[config.mk]
export PLATFORM = sky130hd
export DESIGN_NAME = pool1_out_fifo
export DESIGN_NICKNAME = d
export VERILOG_FILES = /design/src/rtl/pool1_out_fifo.sv
export SDC_FILE = /design/constraint.sdc
export NUM_CORES = 1
export LEC_CHECK = 0
export BUFFER_PORTS_ARGS = -buffer_cell sky130_fd_sc_hd__buf_2
export CORE_UTILIZATION = 35
export CTS_BUF_LIST = sky130_fd_sc_hd__clkbuf_4 sky130_fd_sc_hd__clkbuf_8
export CTS_CLUSTER_DIAMETER = 60
export DETAILED_ROUTE_END_ITERATION = 10
export SYNTH_ARGS = -nofsm -noshare
export SYNTH_HDL_FRONTEND = slang
export SYNTH_SLANG_ARGS = --single-unit
[constraint.sdc]
create_clock -name clk -period 3.35 [get_ports clk]
set_clock_uncertainty 0.2 [all_clocks]
set_input_delay 0.1675 -clock clk [delete_from_list [all_inputs] [get_ports clk]]
set_output_delay 0.1675 -clock clk [all_outputs]
set_load 0.005 [all_outputs]
[src/rtl/pool1_out_fifo.sv]
// Purpose: output FIFO for pool1 blobs; stores {eop, data} words and replays them in order to the downstream consumer.
// Latency: a word written in cycle N appears on blob_dout in cycle N+2 at the earliest (registered pop stage).
// Backpressure: blob_din_rdy is registered and drops when fewer than RDY_MARGIN entries are free; writes while full are dropped and flagged.
// Optional feature: define POOL1_OUT_FIFO_LEN_CHECK_EN to build the blob-length checker driving len_err.
module pool1_out_fifo #(
  parameter int DATA_W     = 64,
  parameter int DEPTH      = 16,
  parameter int RDY_MARGIN = 8,
  parameter int BLOB_WORDS = 1024
) (
  input  logic                     clk,
  input  logic                     rst,
  input  logic                     blob_din_en,
  input  logic                     blob_din_eop,
  input  logic [DATA_W-1:0]        blob_din,
  output logic                     blob_din_rdy,
  input  logic                     blob_dout_rdy,
  output logic                     blob_dout_en,
  output logic                     blob_dout_eop,
  output logic [DATA_W-1:0]        blob_dout,
  output logic [$clog2(DEPTH):0]   fill_level,
  output logic                     ovf_err,
  output logic                     len_err
);

  localparam int AW = $clog2(DEPTH);
  localparam int FW = AW + 1;
  localparam logic [FW-1:0] FULL_LVL   = FW'(DEPTH);
  localparam logic [FW-1:0] MARGIN_LVL = FW'(RDY_MARGIN);

  // One storage entry: end-of-blob marker travels with its data word.
  typedef struct packed {
    logic              eop;
    logic [DATA_W-1:0] dat;
  } entry_t;

  entry_t          mem_q [DEPTH];

  logic [AW-1:0]   wr_ptr_q, wr_ptr_d;
  logic [AW-1:0]   rd_ptr_q, rd_ptr_d;
  logic [FW-1:0]   fill_q, fill_d;
  logic [FW-1:0]   free_d;
  logic            din_rdy_q, din_rdy_d;
  logic            ovf_q, ovf_d;
  logic            dout_vld_q;
  logic            dout_eop_q;
  logic [DATA_W-1:0] dout_dat_q;

  logic            pop_vld;
  logic            push_vld;
  logic            full;

  // Handshake decode: pop has priority over the full check so a write into a
  // full FIFO still lands when an entry is freed in the same cycle.
  always_comb begin
    full     = (fill_q == FULL_LVL);
    pop_vld  = blob_dout_rdy && (fill_q != '0);
    push_vld = blob_din_en && (!full || pop_vld);
    ovf_d    = ovf_q || (blob_din_en && !push_vld);
  end

  // Next-state for pointers, occupancy and the registered ready flag.
  always_comb begin
    wr_ptr_d = wr_ptr_q;
    rd_ptr_d = rd_ptr_q;
    fill_d   = fill_q;
    if (push_vld) begin
      wr_ptr_d = wr_ptr_q + AW'(1);
    end
    if (pop_vld) begin
      rd_ptr_d = rd_ptr_q + AW'(1);
    end
    case ({push_vld, pop_vld})
      2'b10:   fill_d = fill_q + FW'(1);
      2'b01:   fill_d = fill_q - FW'(1);
      default: fill_d = fill_q;
    endcase
    free_d    = FULL_LVL - fill_d;
    din_rdy_d = (free_d >= MARGIN_LVL);
  end

  // Storage array; contents need no reset because occupancy gates every read.
  always_ff @(posedge clk) begin
    if (push_vld) begin
      mem_q[wr_ptr_q] <= '{eop: blob_din_eop, dat: blob_din};
    end
  end

  // Control state: pointers, occupancy, ready and sticky overflow.
  always_ff @(posedge clk or negedge rst) begin
    if (!rst) begin
      wr_ptr_q  <= '0;
      rd_ptr_q  <= '0;
      fill_q    <= '0;
      din_rdy_q <= 1'b0;
      ovf_q     <= 1'b0;
    end else begin
      wr_ptr_q  <= wr_ptr_d;
      rd_ptr_q  <= rd_ptr_d;
      fill_q    <= fill_d;
      din_rdy_q <= din_rdy_d;
      ovf_q     <= ovf_d;
    end
  end

  // Output stage: one-cycle valid pulse per pop; data/eop hold between pops.
  always_ff @(posedge clk or negedge rst) begin
    if (!rst) begin
      dout_vld_q <= 1'b0;
      dout_eop_q <= 1'b0;
      dout_dat_q <= '0;
    end else begin
      dout_vld_q <= pop_vld;
      if (pop_vld) begin
        dout_eop_q <= mem_q[rd_ptr_q].eop;
        dout_dat_q <= mem_q[rd_ptr_q].dat;
      end
    end
  end

`ifdef POOL1_OUT_FIFO_LEN_CHECK_EN
  localparam int CW = $clog2(BLOB_WORDS + 1);
  localparam logic [CW-1:0] BLOB_LVL = CW'(BLOB_WORDS);

  logic [CW-1:0] word_cnt_q, word_cnt_d;
  logic [CW-1:0] word_cnt_inc;
  logic          len_err_q, len_err_d;

  // Blob-length check on accepted words: eop must land exactly on the last
  // word, and reaching the full length without eop is also an error.
  always_comb begin
    word_cnt_inc = word_cnt_q + CW'(1);
    word_cnt_d   = word_cnt_q;
    len_err_d    = len_err_q;
    if (push_vld) begin
      if (blob_din_eop) begin
        if (word_cnt_inc != BLOB_LVL) begin
          len_err_d = 1'b1;
        end
        word_cnt_d = '0;
      end else if (word_cnt_inc == BLOB_LVL) begin
        len_err_d  = 1'b1;
        word_cnt_d = '0;
      end else begin
        word_cnt_d = word_cnt_inc;
      end
    end
  end

  // Word counter and sticky length error register.
  always_ff @(posedge clk or negedge rst) begin
    if (!rst) begin
      word_cnt_q <= '0;
      len_err_q  <= 1'b0;
    end else begin
      word_cnt_q <= word_cnt_d;
      len_err_q  <= len_err_d;
    end
  end

  assign len_err = len_err_q;
`else
  assign len_err = 1'b0;
`endif

  assign blob_din_rdy  = din_rdy_q;
  assign blob_dout_en  = dout_vld_q;
  assign blob_dout_eop = dout_eop_q;
  assign blob_dout     = dout_dat_q;
  assign fill_level    = fill_q;
  assign ovf_err       = ovf_q;

endmodule

==> flow_summary.toml <==
[outcome]
status = "completed"

[cells_and_area]
finalNetCount = 2319
final_common_cell = "edfxtp_1"
area_growth_pct = 19.29
layout-drive-gt1-share_pct = 35.79
fillerInstances = 10430
utilization_pct = 42.23
regArea_um2 = 33270
multi_input_area_um2 = 8816
final_cell_mix = "edfxtp_1, mux4_2, nand2_1"

[clock_tree]
clockBufferDepth = 3
cts_setup_buffers = 0
cts_buffers = 179
cts.reportedPaths.clkPinSlew_ps = 60
clkLatencyLatePin_ps = 830
cts.sinks = 1121
cts_root_buf = "clkbuf_8"
cts_tree = "done"
h-tree-depth = 4

[worst_hold_path]
hold-path-cell-count = 2
worstHoldStart = "blob_din[21]"
hold_class = "primary input to flop"

[synth]
synth.distinct_cells = 45
synth.top_cell.area_share_pct = 73.35
synthTopCellsByArea = "edfxtp_1, mux4_2, dfrtp_1"
syn_nets = 1921
yosysTopAreaCell = "edfxtp_1"
synth.cell_area_um2 = 42580
synth-edff-count = 1040
ys_seq_area_share_pct = 78.11
synthCells = 1843
postSynthAreaPerCell_um2 = 23.10
async_flop_share_pct = 7.226
yosys_most_used_dff = "edfxtp_1"
ys.warnings.count = 0
ys_ff_latch = 1121

[timing]
slew_viol_final = 0
finalSetupTns_ps = 0
setup_violations = 0
layout_setup_ws_ps = 82.81
fin_crit_ps = 3267
period_share_pct = 97.53
worstMarginPinSlew_ps = 742.4
max_slew_margin_pct = 50.05
final-hold-violation-count = 0
fmax_ghz = 0.3061
whs_ps = 76.41
rsz0062_at_grt = "false"

[place]
dp_hpwl_mm = 54.35
place_ws_ps = 143.1
placement.io_buffers = 141
place_congestion = 0.7408

[critical_path]
cp_max_fo = 9
reg2reg_depth = 9
cp.required_ps = 3840
crit_chain = "or4_1 > o21bai_1 > inv_1 > ha_1 > nand3_1 > and3b_1 > o41ai_1 > and3_1 > mux2i_1"
r2r-start = "fill_level[1]"
critPathBufInv = 1
cp_slowest_cell = "or4_1"
worstSetupPathType = "flop to flop"
worst-path-stages = 9
worstPathArrival_ps = 3750
path_delay_family = "simple AND/OR/NAND/NOR gates"
crit_path_end_kind = "flop"
crit_start = "fill_level[1]"
cpPeakStageDelay_ps = 600
start_kind = "flop"

[routing]
routedWlPerCell_um = 24.04
routed_wl_mm = 96.31
detail-route-antenna-nets = 0
viasPerCell = 5.013
route.detailed.drc = 0
drtPass1Iterations = 5
vias = 20080
drt_iter0_drc = 1705

[global_route]
grt_pass1_vias = 21830
grt_antenna_before_repair = 8
gr-total-overflow = 0
grt_pass1_wl_mm = 144.2
grt_max_degree = 69
track_usage_pct = 15.99

[power]
powerDensity_nw_per_um2 = 811.2
power_leakage_uw = 0.01683
ir_worst_vdd_mv = 0.4981

[die]
rows = 127
die_w_um = 350.8
core_area_um2 = 120300
die-area_um2 = 123100
die_h_um = 350.8
ioPinCount = 143
initial_core_util_pct = 35.40

[job]
drv_cap = 0
synthesized netlist by cell type (all sizes together), types with 3 or more instances:
library cell,n
a21oi,3
and2,12
and3,6
buf,52
clkbuf,42
dfrtp,81
edfxtp,1040
ha,8
inv,7
mux2i,3
mux4,325
nand2,208
nor2,6
nor3,4
o21ai,7
xnor2,8
through the flow:
stage               std cells  power [uW]  instance area [um2]
CTS                      4004       41910                50790
global route             4006       43170                50790
global placement         3571       29450                46020
finish                   4006       41200                50790
detailed placement       3571       29660                46020
floorplan                1843       25660                42580
layout make-up:
type,count,share of cell area [%]
well taps,1612,3.971
multi-input cells,621,17.36
inverters,7,0.05419
diodes,2,0.009853
clock buffers,244,5.971
flip-flops and latches,1121,65.51
repair buffers,311,5.745
clock inverters,88,1.387
logic make-up after synthesis:
| group | Yosys count | share of synthesized area, % |
|---|---|---|
| flip-flops | 1121 | 78.11 |
| multiplexers | 328 | 17.26 |
| AND/OR/NAND/NOR | 249 | 2.407 |
| buffers and inverters | 101 | 1.328 |
| AO/OA/AOI/OAI | 25 | 0.4202 |
| adder cells (fa/ha/maj) | 9 | 0.2821 |
| XOR/XNOR | 9 | 0.1851 |
| other | 1 | 0.008807 |
metal layers:
layer	up-vias	GRT usage (%)	part of all wire, %
met5	-	0	0.067
met4	10	4.652	1.7
met3	139	3.305	5.8
met2	595	26.38	50
met1	10830	21.39	42
li1	8510	-	-
path summary, 6_finish.rpt:
path / endpoint / slack [ps]
min in group asynchronous: blob_dout[29] / 280
worst max-delay path: blob_din_rdy / 80
worst min register to register: blob_dout[36] / 260
max in group asynchronous: rd_ptr_q[1] / 2270
worst min-delay path: mem_q[4][21] / 80
worst max register to register: blob_din_rdy / 80
power by group:
| part | leakage (uW) | internal, uW | switching (uW) |
|---|---|---|---|
| Clock | 0.00197 | 6620 | 5410 |
| Combinational | 0.00449 | 5740 | 5530 |
| Sequential | 0.0104 | 17100 | 833 |
| Total | 0.0168 | 29400 | 11800 |
flip-flops by register name (all words and copies together) (netlist names):
register	cells
blob_din_rdy	1
blob_dout	64
blob_dout_en	1
blob_dout_eop	1
fill_level	5
mem_q	1040
ovf_err	1
rd_ptr_q	4
wr_ptr_q	4
what timing repair did:
| item | in CTS | in global routing |
|---|---|---|
| endpoints found under the hold margin | 1200 | 0 |
| hold buffers | 101 | 0 |
| endpoints found under the setup margin | 0 | 1 |
| resized for setup | 0 | 1 |
Power figures use the tool's default switching activity.
